--- src/rtl/rtdf_sample_packer.sv ---
// rtdf_sample_packer: packs 3-bit samples LSB-first into 16-bit words, buffers them in a FWFT FIFO and frames packets.
module rtdf_sample_packer #(
  parameter int FIFO_DEPTH       = 4,
  parameter int WORDS_PER_PACKET = 96
) (
  input  logic                        clk,
  input  logic                        reset,
  input  logic                        sample_valid,
  input  logic [2:0]                  sample_data,
  input  logic                        flush,
  input  logic                        word_ready,
  output logic                        word_valid,
  output logic [15:0]                 word_data,
  output logic                        word_last,
  output logic [$clog2(FIFO_DEPTH):0] fifo_count,
  output logic                        overflow,
  output logic [8:0]                  dropped_words,
  output logic [8:0]                  packet_count
);
  localparam int AW = $clog2(FIFO_DEPTH);
  localparam int IW = $clog2(WORDS_PER_PACKET);
  typedef enum logic {RUN, FLUSH2} state_t;
  state_t state_q, state_d;
  logic [17:0] acc_q, acc_d, acc_w;
  logic [4:0] fill_q, fill_d, nf;
  logic [15:0] pend_q, pend_d, rem, push_data;
  logic [IW-1:0] widx_q, widx_d;
  logic [AW-1:0] wptr_q, wptr_d, rptr_q, rptr_d;
  logic [AW:0] cnt_q, cnt_d;
  logic ovf_q, ovf_d;
  logic [8:0] drop_q, drop_d, pkt_q, pkt_d;
  logic [16:0] mem_q [FIFO_DEPTH];
  logic done, push, push_flush, push_last, pop, push_ok;
  always_comb begin
    acc_w = sample_valid ? acc_q | (18'(sample_data) << fill_q) : acc_q;
    nf = sample_valid ? fill_q + 5'd3 : fill_q;
    done = nf >= 5'd16;
    rem = done ? {14'd0, acc_w[17:16]} : acc_w[15:0];
    acc_d = done ? 18'(acc_w[17:16]) : acc_w;
    fill_d = done ? nf - 5'd16 : nf;
    state_d = RUN;
    pend_d = pend_q;
    push = done;
    push_data = acc_w[15:0];
    push_flush = 1'b0;
    if (state_q == FLUSH2) begin
      push = 1'b1;
      push_data = pend_q;
      push_flush = 1'b1;
    end else if (flush) begin
      // a completed word plus leftover bits needs two writes; park the padded remainder
      if (done && fill_d != 5'd0) begin
        state_d = FLUSH2;
        pend_d = rem;
      end else if (done || nf != 5'd0) begin
        push = 1'b1;
        push_flush = 1'b1;
      end
      acc_d = '0;
      fill_d = '0;
    end
    pop = cnt_q != '0 && word_ready;
    push_ok = push && (!cnt_q[AW] || pop);
    push_last = push_flush || widx_q == IW'(WORDS_PER_PACKET - 1);
    widx_d = push_ok ? (push_last ? '0 : widx_q + 1'b1) : widx_q;
    pkt_d = pkt_q + 9'(push_ok && push_last);
    ovf_d = ovf_q || (push && !push_ok);
    drop_d = drop_q + 9'(push && !push_ok && drop_q != 9'd511);
    wptr_d = wptr_q + AW'(push_ok);
    rptr_d = rptr_q + AW'(pop);
    cnt_d = cnt_q + (AW+1)'(push_ok) - (AW+1)'(pop);
  end
  always_ff @(posedge clk) begin
    if (reset) begin
      state_q <= RUN;
      acc_q <= '0;
      fill_q <= '0;
      pend_q <= '0;
      widx_q <= '0;
      wptr_q <= '0;
      rptr_q <= '0;
      cnt_q <= '0;
      ovf_q <= 1'b0;
      drop_q <= '0;
      pkt_q <= '0;
    end else begin
      state_q <= state_d;
      acc_q <= acc_d;
      fill_q <= fill_d;
      pend_q <= pend_d;
      widx_q <= widx_d;
      wptr_q <= wptr_d;
      rptr_q <= rptr_d;
      cnt_q <= cnt_d;
      ovf_q <= ovf_d;
      drop_q <= drop_d;
      pkt_q <= pkt_d;
    end
    if (push_ok) mem_q[wptr_q] <= {push_last, push_data};
  end
  assign word_valid = cnt_q != '0;
  assign word_data = word_valid ? mem_q[rptr_q][15:0] : '0;
  assign word_last = word_valid && mem_q[rptr_q][16];
  assign fifo_count = cnt_q;
  assign overflow = ovf_q;
  assign dropped_words = drop_q;
  assign packet_count = pkt_q;
endmodule

--- config.mk ---
export PLATFORM = sky130hd
export DESIGN_NAME = rtdf_sample_packer
export DESIGN_NICKNAME = d
export VERILOG_FILES = /design/src/rtl/rtdf_sample_packer.sv
export SDC_FILE = /design/constraint.sdc
export NUM_CORES = 1
export LEC_CHECK = 0
export ABC_AREA = 1
export CELL_PAD_IN_SITES_DETAIL_PLACEMENT = 0
export CELL_PAD_IN_SITES_GLOBAL_PLACEMENT = 1
export CORE_ASPECT_RATIO = 0.9
export CORE_MARGIN = 5
export CORE_UTILIZATION = 35
export DETAILED_ROUTE_END_ITERATION = 6
export MAX_ROUTING_LAYER = met4
export PLACE_DENSITY = 0.67
export SLEW_MARGIN = 30
export SYNTH_ARGS = -nofsm -noshare
export SYNTH_HDL_FRONTEND = slang
export SYNTH_SLANG_ARGS = --single-unit
export TNS_END_PERCENT = 100
--- constraint.sdc ---
create_clock -name clk -period 4.5 [get_ports clk]
set_input_delay 1.125 -clock clk [delete_from_list [all_inputs] [get_ports clk]]
set_output_delay 1.125 -clock clk [all_outputs]
set_load 0.02 [all_outputs]
* Word level (Yosys, flattened, before mapping)
Memory sizes are Yosys's and may differ from the RTL's. A register that Yosys moved wholly into a read port is not among the register bits. Index checks and enable logic that the tools add are counted.
Cells by class: add/subtract/negate cells 9, order comparisons 1, equality and inequality tests 2, shift-type cells 1, muxes and demuxes 24, bitwise logic cells 3, reductions and logical operators 18
Operators with widths (count):
- 18-bit two-way mux | 4
- 16-bit two-way mux | 3
- 5-bit two-way mux | 4
- 9-bit by 1-bit adder with 9-bit output | 2
- 18-bit bitwise OR | 1
- 3-bit by 5-bit << shifter with 18-bit output | 1
- 1-bit two-way mux | 11
- 5-bit nonzero test | 2
- 9-bit != test, second input constant | 1
- 7-bit by 1-bit adder with 7-bit output, second input constant | 1
- 7-bit equality test, second input constant | 1
- 1-bit logical AND | 7
- 7-bit two-way mux | 1
- 5-bit by 2-bit adder with 5-bit output, second input constant | 1
- 5-bit >= comparator, second input constant | 1
- 5-bit subtractor, second input constant | 1
- 2-bit by 1-bit adder with 2-bit output | 2
- 1-bit logical OR | 4
- 3-bit by 1-bit adder with 3-bit output | 1
- 3-bit AND reduction | 1
- 3-bit nonzero test | 1
- 3-bit OR reduction | 1
- 3-bit by 1-bit subtractor with 3-bit output | 1
- 1-bit zero test | 2
- 2 further kinds | 3
Word-level totals: register bits 73, memory bits (writable) 68, output and inout port bits 40, logic and storage cells 70, memories 1
Memories:
- mem_q | words 4, bits a word 17, read ports 1, clocked after memory_dff 1, write ports 1, RTL line 32 | logic [16:0] mem_q [FIFO_DEPTH];

* Logic depth before layout (Yosys ltp)
depth in word-level cells 14, mapped depth 25, depth with buffers taken out 23

* Worst setup path before layout
No wires, ideal clock.
kind input to register, from input port sample_valid, to memory mem_q[0][0] (enable), setup time 0.413 ns, arrival 3.527 ns, data required time 4.087 ns, slack 0.560 ns, cell stages on the path 12, buffers on the path 2, path through buf_6 o211ai_1 xor2_1 nand4_1 inv_1 ha_1 nor2_1 nor2_1 o21ai_4 nand2_4 buf_6 nor3_1
On the way: longest elaborated chain between the ends 11, elaborated cells between the ends (all ways) 15
Ends and longest elaborated chain:
- start, declared | RTL line 8 | input logic sample_valid,
- 5-bit two-way mux (*) | RTL line 36 | nf = sample_valid ? fill_q + 5'd3 : fill_q;
- 5-bit subtractor / 5-bit >= comparator (equally long branches) | RTL line 40, 37
- 5-bit two-way mux | RTL line 40 | fill_d = done ? nf - 5'd16 : nf;
- 5-bit nonzero test | RTL line 52 | if (done && fill_d != 5'd0) begin
- 1-bit logical AND | RTL line 52
- 1-bit two-way mux | RTL line 52
- 1-bit two-way mux (*) | RTL line 50 | end else if (flush) begin
- 1-bit two-way mux (*) | RTL line 46 | if (state_q == FLUSH2) begin
- 1-bit logical AND (*) | RTL line 63 | push_ok = push && (!cnt_q[AW] || pop);
- 1-bit two-way mux (*) | RTL line 99 | if (push_ok) mem_q[wptr_q] <= {push_last, push_data};
- 1-bit two-way mux (implied by the code) (*) | RTL line 99
- end, declared | RTL line 32
Every way passes the cells marked *; elsewhere a longest branch is shown, timed or not.

* Worst setup path after layout
from input port sample_valid, to register cnt_q[2] (netlist: fifo_count[2])
On the way: longest elaborated chain between the ends 11, elaborated cells between the ends (all ways) 15
Ends and longest elaborated chain:
- 5-bit two-way mux (*) | RTL line 36
- 5-bit subtractor / 5-bit >= comparator (equally long branches) | RTL line 40, 37
- 5-bit two-way mux | RTL line 40
- 5-bit nonzero test | RTL line 52
- 1-bit logical AND | RTL line 52
- 1-bit two-way mux | RTL line 52
- 1-bit two-way mux (*) | RTL line 50
- 1-bit two-way mux (*) | RTL line 46
- 1-bit logical AND (*) | RTL line 63
- 3-bit by 1-bit adder with 3-bit output (*) | RTL line 71 | cnt_d = cnt_q + (AW+1)'(push_ok) - (AW+1)'(pop);
- 3-bit by 1-bit subtractor with 3-bit output (*) | RTL line 71
- end signal, assigned | RTL line 94 | cnt_q <= cnt_d;
- end, declared | RTL line 29 | logic [AW:0] cnt_q, cnt_d;
Marks and branches as above. A chain may end at the register's enable or synchronous reset.

==> results <==
- The congestion estimate from routability-driven global placement came to about 0.80.
- The post-layout minimum cycle time is ~3.9 ns.
- The share of final-layout standard cells stronger than drive strength 1 is around 7.8%.
- Counting distinct cell types in the post-synthesis netlist gives 33.
- The deepest level of the CTS H-tree is 4.
- Setup slack closes at around 0.61 ns.
- In this run the critical register-to-register path is captured at fifo_count[2].
- The peak per-stage delay on the critical path is between 0.6 and 0.7 ns.
- The worst hold path passes through 2 cells.
- The global router's overall resource usage is between 10% and 20%.
- In this run, post-CTS hold repair placed 0 buffers.
- The part of the cycle the worst path needs is slightly below 90%.
- Static timing analysis puts the maximum clock frequency at about 260 MHz.
- The area of the mapped netlist is 6096 sq um.
- STA puts the critical path data required time at around 4.8 ns.
- By area the synthesized netlist is led by sky130_fd_sc_hd__edfxtp_1, sky130_fd_sc_hd__dfxtp_1, sky130_fd_sc_hd__nor2_1, sky130_fd_sc_hd__o21ai_0, sky130_fd_sc_hd__nand2_1.
- The clock sink count is around 140.
- The transition time at the pin with the least slew margin is between 0.8 and 0.9 ns.
- In this run the power density over the cells is 541.5 nW/um^2.
- The hold violation total from the final report is 0.
- At the later pin of the worst-skew pair, clock insertion delay measures between 0.4 and 0.5 ns.
- The number of register bits inferred by synthesis is between 100 and 150.
- In the final routed layout, each cell accounts on average for roughly 14 um.
- Synthesis handed over a netlist of between 600 and 700 instances.
- Counting along the longest clock path gives a buffer depth of 2.
- The commonest non-fill, non-tap cell in the layout is sky130_fd_sc_hd__nor2_1.
- STA classifies the critical path startpoint as an input port.
- OpenSTA, run right after detailed placement, puts the worst setup slack at ~0.13 ns.
- The final global-route overflow total is 0.
- The die covers between 20000 and 25000 sq um.
- For this design the top-level I/O count stands at 48.
- Clock skew on the completed layout was measured at around 0.015 ns.
- Grouping stages by cell kind, the critical path spends the most delay in buffers and inverters.
- In the layout the commonest cells are sky130_fd_sc_hd__nor2_1, sky130_fd_sc_hd__nand2_1, sky130_fd_sc_hd__inv_1.
- The data arrival time of the critical path is 4.20 ns.
- The clock edge transition at the registers on the reported setup and hold paths is about 0.060 ns.
- Summed over all failing endpoints, the final setup total negative slack is 0 ns.
- Entering global routing, the biggest net connects 39 pins.
- The floorplan step defined a core boundary enclosing around 17000 sq um.
- The placed instances occupy a cell area of about 6900 sq um.
- The critical path goes through clkdlybuf4s50_1, o211ai_1, xor2_1, nand4_1, inv_1, ha_1, nor2_1, nor2_1, o21ai_4, nand2_4, ha_1, inv_1, ha_1, inv_1, fa_1, xor2_1, o21ai_0, a21oi_1.
- Setup repair after global routing left no endpoint under its margin.
- The worst reg2reg path depth is 20.
- Compared with the post-synthesis result, the final layout area differs by 21.86%.
- In the routed design, unresolved DRC markers number 0.
- The final standard cell area without fillers is 7428 sq um.
- The effective utilization at floorplan is a little over a third.
- The worst ir drop on vdd is roughly 0.28 mV.
- The number of nets in the layout is 763.
- The first global-routing pass estimated 22.46 mm of wire.
- The number of antenna violations at the first check in global routing is 0.
- Sequential elements use a little under three fifths of the synthesized area.
- The share of synthesized area in the top cell type comes to between 30% and 40%.
- Wires add up to around 13 mm.
- After detailed routing, the number of vias per cell comes to 4.649.
- The worst pin sits at a relative slew slack of approximately two fifths.
- The count of buffering cells on the critical path with inverters included is 4.
- The final HPWL from detailed placement is 8.997 mm.
- The Yosys step of the flow raised 0 warnings.
- The number of iterations in the first detailed-routing pass is 4.
- In this run the worst path has a maximum fanout of 9.
- In this run the clock root is driven by a sky130_fd_sc_hd__clkbuf_16.
- sky130_fd_sc_hd__edfxtp_1 takes more of the synthesized area than any other cell.
- The worst min-delay path class is reg2reg.
- Max-cap violations in this run came to 0.
- The setup slack of the worst register-to-register path is ~1.1 ns.
- The overall die height is 135.2 um.
- 0 antenna diodes ended up in the layout.
- The start point of the worst hold path is pend_q[7].
- The number of clock buffers added by TritonCTS is 17.
- Across all layers, the routed design uses between 4000 and 5000 vias.
- Setup violations remaining at the end of the flow were counted as 0.
- The startpoint of the worst-slack reg-to-reg timing path is fill_q[1].
- The slowest stage of the critical path belongs to the cell sky130_fd_sc_hd__clkdlybuf4s50_1.
- The worst setup path is of the in2reg kind.
- The via count of the first global-routing pass is about 4600.
- The run finished with clean final reports.
- The detailed router finished its first iteration with 280 violations.
- After clock tree synthesis, the repair step resized 0 gates.
- The final antenna-violating net count is 0.
- The number of pins exceeding their max-slew limit in the final report is 0.
- The total nets after synthesis is approximately 710.
- The clock tree from TritonCTS is built.
- Dividing the synthesized area by the synthesized cell count gives around 8.8 sq um.
- For hold timing, the worst endpoint is pend_q[7].
- From left edge to right edge, the die measures roughly 150 um.
- The analysis attributes to cell leakage a power of around 2.7 nW.
- Row generation in the floorplan step produced 45 rows.
- The critical path capture point type is a flop.
- Post-CTS timing repair inserted 0 buffers for setup.
- The count of input and output buffers is 47.
-- flip-flops by register name, indices dropped and copies added (netlist names), named ones only --
signal / cells
pend_q: 16
widx_q: 7
mem_q: 68
acc_q: 18
wptr_q: 2
state_q: 1
packet_count: 9
dropped_words: 9
fill_q: 4
rptr_q: 2
fifo_count: 3
overflow: 1
-- synthesized netlist by cell type --
| master | count |
|---|---|
| sky130_fd_sc_hd__a211oi_1 | 1 |
| sky130_fd_sc_hd__a21oi_1 | 54 |
| sky130_fd_sc_hd__a31oi_1 | 4 |
| sky130_fd_sc_hd__buf_1 | 1 |
| sky130_fd_sc_hd__buf_2 | 7 |
| sky130_fd_sc_hd__buf_4 | 1 |
| sky130_fd_sc_hd__buf_6 | 2 |
| sky130_fd_sc_hd__clkbuf_1 | 19 |
| sky130_fd_sc_hd__clkinv_1 | 1 |
| sky130_fd_sc_hd__conb_1 | 1 |
| sky130_fd_sc_hd__dfxtp_1 | 73 |
| sky130_fd_sc_hd__edfxtp_1 | 68 |
| sky130_fd_sc_hd__fa_1 | 1 |
| sky130_fd_sc_hd__ha_1 | 12 |
| sky130_fd_sc_hd__inv_1 | 75 |
| sky130_fd_sc_hd__inv_4 | 2 |
| sky130_fd_sc_hd__nand2_1 | 96 |
| sky130_fd_sc_hd__nand2_4 | 3 |
| sky130_fd_sc_hd__nand3_1 | 24 |
| sky130_fd_sc_hd__nand3_2 | 1 |
| sky130_fd_sc_hd__nand4_1 | 5 |
| sky130_fd_sc_hd__nor2_1 | 129 |
| sky130_fd_sc_hd__nor2_4 | 1 |
| sky130_fd_sc_hd__nor3_1 | 15 |
| sky130_fd_sc_hd__nor3b_1 | 1 |
| sky130_fd_sc_hd__nor4_1 | 2 |
| sky130_fd_sc_hd__o211ai_1 | 1 |
| sky130_fd_sc_hd__o21ai_0 | 72 |
| sky130_fd_sc_hd__o21ai_1 | 1 |
| sky130_fd_sc_hd__o21ai_4 | 1 |
| sky130_fd_sc_hd__o21bai_1 | 5 |
| sky130_fd_sc_hd__xnor2_1 | 7 |
| sky130_fd_sc_hd__xor2_1 | 5 |
-- power breakdown --
group / total (mW) / leakage, nW / internal (mW) / switching, mW
clock: 1.34 / 0.275 / 0.793 / 0.546
combinational: 1.11 / 1.18 / 0.423 / 0.683
sequential: 1.58 / 1.24 / 1.51 / 0.0639
-- layout make-up --
type	count	area (sq um)
sequential	141	3503
clock inverter	12	113.9
multi-input combinational	442	2180
inverter	78	297.8
clock buffer	20	456.7
tap	235	294.0
fill	1658	9575
timing repair buffer	62	583.1
-- cell families after synthesis --
family          after synthesis  share of synthesized area (%)
buf+inv                     108                          7.184
fa+ha+maj                    13                          2.791
flops                       141                          57.47
xor+xnor                     12                          1.724
other cells                   1                        0.06152
simple gates                277                          18.80
compound gates              139                          11.97
-- worst max path at each step --
stage	startpoint	to	slack, ns	depth (start not counted)
floorplan	sample_valid	mem_q[0][0]	0.56	12
global placement	sample_valid	fifo_count[2]	0.22	18
detailed placement	sample_valid	fifo_count[2]	0.13	18
CTS	sample_valid	fifo_count[2]	0.59	18
global route	sample_valid	packet_count[8]	0.31	20
finish	sample_valid	fifo_count[2]	0.61	18
-- metal layers --
layer | up-vias | part of all wire (%) | wire length, um | global-route usage [%]
met1 | 2131 | 50 | 6707 | 18.69
li1 | 2369 | - | - | -
met4 | 0 | 1.2 | 166 | 4.474
met3 | 14 | 4.1 | 557 | 3.747
met2 | 89 | 45 | 6048 | 22.67
met5 | - | 0 | 0 | -
-- tightest hold or removal path, cell delays in order, from the launching register on --
cell and delay (ns):
sky130_fd_sc_hd__dfxtp_1 0.31, sky130_fd_sc_hd__nand2_1 0.06, sky130_fd_sc_hd__a21oi_1 0.05
-- stage by stage --
step,power (mW),hold WS (ns),std cells,utilization (%)
6_report,4.022,0.4638,990,43.69
5_1_grt,4.254,0.4782,990,43.69
4_1_cts,4.077,0.4647,990,43.69
3_5_place_dp,2.728,0.4555,958,40.33
3_3_place_gp,2.706,0.4513,958,40.33
2_1_floorplan,2.265,0.4363,691,-
No activity file was read; power rests on OpenSTA's default activity.
==> RTL change 1, RTL diff (same flow settings) <==
Change the parameter `WORDS_PER_PACKET` from 96 to 48.
--- a/src/rtl/rtdf_sample_packer.sv
+++ b/src/rtl/rtdf_sample_packer.sv
@@ -3,3 +3,3 @@
   parameter int FIFO_DEPTH       = 4,
-  parameter int WORDS_PER_PACKET = 96
+  parameter int WORDS_PER_PACKET = 48
 ) (
Formal check against the unedited RTL: no difference found for any inputs over 4 cycles, from zero or initial values and one cycle with reset high; that may be too few to reach the edited logic, so the function may still have changed.
==> RTL change 1 against the original RTL <==
Setup slack got worse by 0.0075 ns. Total power hardly changed. Final area is 0.13% higher. Via count decreased by 0.85%. Non-clock buffer count down 4. Critical path type is now reg2out. Routed wire length rose by 0.38%. Register-to-register slack improved by 0.05 ns. Area after synthesis is 0.53% higher. Largest cell class unchanged. Sequential cell count is 1 lower.
==> RTL change 1: results (changes against the original RTL) <==
Run status
  • Status: complete, no violations

Drt
  • Drt initial violations: 353 (+26%)
  • DRT Pass-1 Iters: 5 (+1)
  • Via Count: 4,564 (-0.85%)
  • Final WL: 13.53 mm (+0.38%)

CTS
  • Worst-Skew Late Latency: 0.41 ns (-0.02 ns)

Placed design
  • Inst Count DP: 948 (-1.0%)
  • DP HPWL: 9.106 mm (+1.2%)
  • GP Congestion: 0.8208 (+2.6%)

Synthesis
  • Top post-synthesis cells by count: nor2_1 (127), nand2_1 (89), inv_1 (73)
  • Post-Syn Instances: 682 (-1.3%)
  • Top cells by area, synth: edfxtp_1 (33%), dfxtp_1 (24%), nor2_1 (7.8%)
  • Syn_nets: 703 (-1.3%)
  • Synth cell types: 38 (+15%)

Pwr
  • Lkg Pwr: 2.688 nW (-0.20%)
  • Peak supply drop: 0.0002895 V (+5.2%)

Cells and area
  • Final cell count without fillers: 980 (-1.0%)
  • Share of cells above drive strength 1: 9.396% (+1.6 points)
  • Nets: 753 (-1.3%)

Timing
  • Clock skew: 0.007531 ns (-0.007610 ns)
  • Rel. slew slack: 53.83% (+12 points)

Setup path
  • Critical path fanouts, max: 34 (+25)
  • CP Data Arrival Time: 2.78 ns (-1.42 ns)
  • R2R Setup Slk: 1.16 ns (+0.05 ns)

Global route
  • Largest net degree at the start of global routing: 38 (-2.6%)
  • GRT Total Usage: 14.58% (+0.051 points)

Hold path
  • Min-delay src: acc_q[16]
[RTL change 1: cell count changes in the layout (fill, tap and decap cells not counted), sizes merged, moves of 3 or more]
cell	delta
nor3	-6
nand2	-4
o21ai	-3
inv	+3
buf	-4
clkinv	-4
xor2	+3
nand4	+7
[RTL change 1: layout make-up]
cell class / instances / share of cell area, %
Clock buffer: 21 / 6.190
Clock inverter: 11 / 1.817
Inverter: 81 / 4.121
Multi-Input combinational cell: 434 / 29.66
Sequential cell: 140 / 46.83
Tap cell: 235 / 3.953
Timing Repair Buffer: 58 / 7.435
[RTL change 1: cells by family (layout without fill, tap and decap cells)]
family	after synthesis	in the layout	synth area share, %
XOR/XNOR	13	13	1.858
buffers and inverters	108	171	7.493
AO/OA/AOI/OAI	133	133	11.47
AND/OR/NAND/NOR	274	274	19.50
flip-flops	140	140	56.84
other	1	1	0.06119
adder cells (fa/ha/maj)	13	13	2.777
[RTL change 1: power by group]
group | switching (W) | internal [W]
Combinational | 0.000657 | 0.000404
Sequential | 0.0000798 | 0.00150
Clock | 0.000532 | 0.000853
[RTL change 1: critical path, stage by stage (launching register included)]
cell	delay [ns]
dfxtp_1	0.52
buf_4	0.33
inv_2	0.40
o21ai_0	0.18
a21oi_1	0.25
clkdlybuf4s50_1	0.67
[RTL change 1: stage by stage]
stage	total power, W	util [%]	hold WS, ns	area [sq um]	setup WS [ns]
floorplan	0.002245	-	0.4347	6128	0.5534
global placement	0.002662	40.11	0.4520	6843	0.3508
detailed placement	0.002686	40.11	0.4555	6843	0.3120
CTS	0.004085	43.60	0.4649	7438	0.5193
global route	0.004262	43.60	0.4859	7438	0.3980
finish	0.004025	43.60	0.4603	7438	0.5983
[RTL change 1: layer usage]
layer	routed length (microns)	global-route usage, %	share of wire [%]	vias up
li1	-	-	-	2341
met1	6691	19.45	49	2115
met2	6071	22.09	45	98
met3	624	3.747	4.6	10
met4	143	4.118	1.1	0
met5	0	-	0	-
[RTL change 1: path summary, 6_finish.rpt]
path,to,cells after the start
setup / recovery,word_last,5
hold reg to reg,acc_q[16],2
setup reg to reg,packet_count[8],20
hold / removal,acc_q[16],2
==> RTL change 2, RTL diff (same settings) <==
Without the edit above. Compare `widx_q` against `IW'(WORDS_PER_PACKET - 1)` with >= in place of ==.
--- a/src/rtl/rtdf_sample_packer.sv
+++ b/src/rtl/rtdf_sample_packer.sv
@@ -63,3 +63,3 @@
     push_ok = push && (!cnt_q[AW] || pop);
-    push_last = push_flush || widx_q == IW'(WORDS_PER_PACKET - 1);
+    push_last = push_flush || widx_q >= IW'(WORDS_PER_PACKET - 1);
     widx_d = push_ok ? (push_last ? '0 : widx_q + 1'b1) : widx_q;
Function: no difference found for any inputs over 4 cycles, from zero or initial values and one cycle with reset high; that may be too few to reach the edited logic, so the function may still have changed.
==> RTL change 2 against the original RTL <==
Core utilization hardly changed. Final area down 0.24%. Setup slack gained 0.0046 ns. Count of clock-buffer cells in the layout down 3. Total power grew 1.1%. Fmax up 0.12%. Clock skew fell by 0.0079 ns. First-iteration DRC count shrank 11%. Routed wire length shrank 2.3%. Die area fell by 0.31%. Area after synthesis shrank 0.33%. Sequential cell count did not move. Highest routed layer unchanged.
==> RTL change 2: results (changes against the original RTL) <==
Synthesis
  • Syn_nets: 710 (-0.28%)
  • Sequential area share after synthesis: 57.66% (+0.19 points)
  • Post-Synth Adder-Cell Area: 2.801% (+0.0092 points)
  • XOR/XNOR Fraction of Synth Area: 1.874% (+0.15 points)
  • Top cells by area, synth: edfxtp_1 (34%), dfxtp_1 (24%), nor2_1 (8.2%)
  • Post-Syn Instances: 689 (-0.29%)
  • Synth cell types: 39 (+18%)
  • Complex-gate fraction of the synthesized area: 12.01% (+0.039 points)
  • Top post-synthesis cells by count: nor2_1 (132), nand2_1 (105), dfxtp_1 (73)

Placed design
  • Setup Slack @ Placement: 0.1457 ns (+0.01488 ns)
  • GP Congestion: 0.7834 (-2.1%)
  • DP HPWL: 8.761 mm (-2.6%)
  • Inst Count DP: 956 (-0.21%)
  • Placed Area: 6838 sq um (-0.29%)

Global route
  • Met1 Use GR: 19.21% (+0.52 points)
  • GRT Total Usage: 14.31% (-0.21 points)
  • GRT met3 Usage: 3.490% (-0.26 points)
  • First-pass GRT wire length: 22.25 mm (-0.95%)
  • GR Util met2: 21.66% (-1.0 points)

Cells and area
  • Final cell count without fillers: 988 (-0.20%)
  • Share of cells above drive strength 1: 8.367% (+0.55 points)
  • FILL cells: 1,665 (+0.42%)
  • Nets: 761 (-0.26%)

Timing
  • Worst setup margin: 0.6104 ns (+0.004580 ns)
  • WHS: 0.4641 ns (+0.0003110 ns)
  • Clock skew: 0.007226 ns (-0.007915 ns)
  • Worst Tran Pin Value: 0.7176 ns (-0.1509 ns)

Setup path
  • Critical path fanouts, max: 16 (+7)
  • CP delay by family, top: simple AND/OR/NAND/NOR gates
  • CP max-delay cell: clkdlybuf4s50_1

CTS
  • Post-CTS Setup Inserts: 0 (unchanged)
  • H-tree depth: 4 (unchanged)
  • CTS Buf Count: 17 (unchanged)
  • Root Driver: clkbuf_16

Drt
  • Drt initial violations: 250 (-11%)
  • Vias per inst: 4.563 (-1.9%)
  • Final WL: 13.17 mm (-2.3%)

Pwr
  • NetSw: 0.001365 W (+5.6%)
  • Peak supply drop: 0.0002890 V (+5.0%)
  • Switch share: 33.56% (+1.4 points)
  • Seq. pwr: 0.00163 W (+3%)
  • Lkg Pwr: 2.713 nW (+0.70%)

Run status
  • Status: complete, no violations
==> RTL change 2: cell type report <==
type,instances,area [sq um],share of cell area [%]
inverter,76,289.0,3.900
sequential,141,3505,47.29
clock inverter,15,147.6,1.992
multi-input combinational,444,2182,29.44
clock buffer,17,425.4,5.740
timing repair buffer,60,568.0,7.665
tap,235,294.0,3.968
==> RTL change 2: per-layer routing <==
layer  vias to the layer above  share of wire [%]
li1                       2358                  -
met1                      2080                 52
met2                        66                 44
met3                         4                3.9
met4                         0               0.52
met5                         -                  0
==> RTL change 2: path summary, 6_finish.rpt <==
kind                              startpoint              end  cells after the start
worst min register to register     pend_q[2]        pend_q[2]                      2
worst max register to register     fill_q[1]  packet_count[8]                     20
worst max-delay path            sample_valid  packet_count[8]                     17
worst min-delay path               pend_q[2]        pend_q[2]                      2
==> RTL change 2: worst min-delay path, delay by kind of cell (launching register included) <==
family           cells  cell delay (ns)
AO/OA/AOI/OAI        1             0.05
AND/OR/NAND/NOR      1             0.06
flip-flops           1             0.31
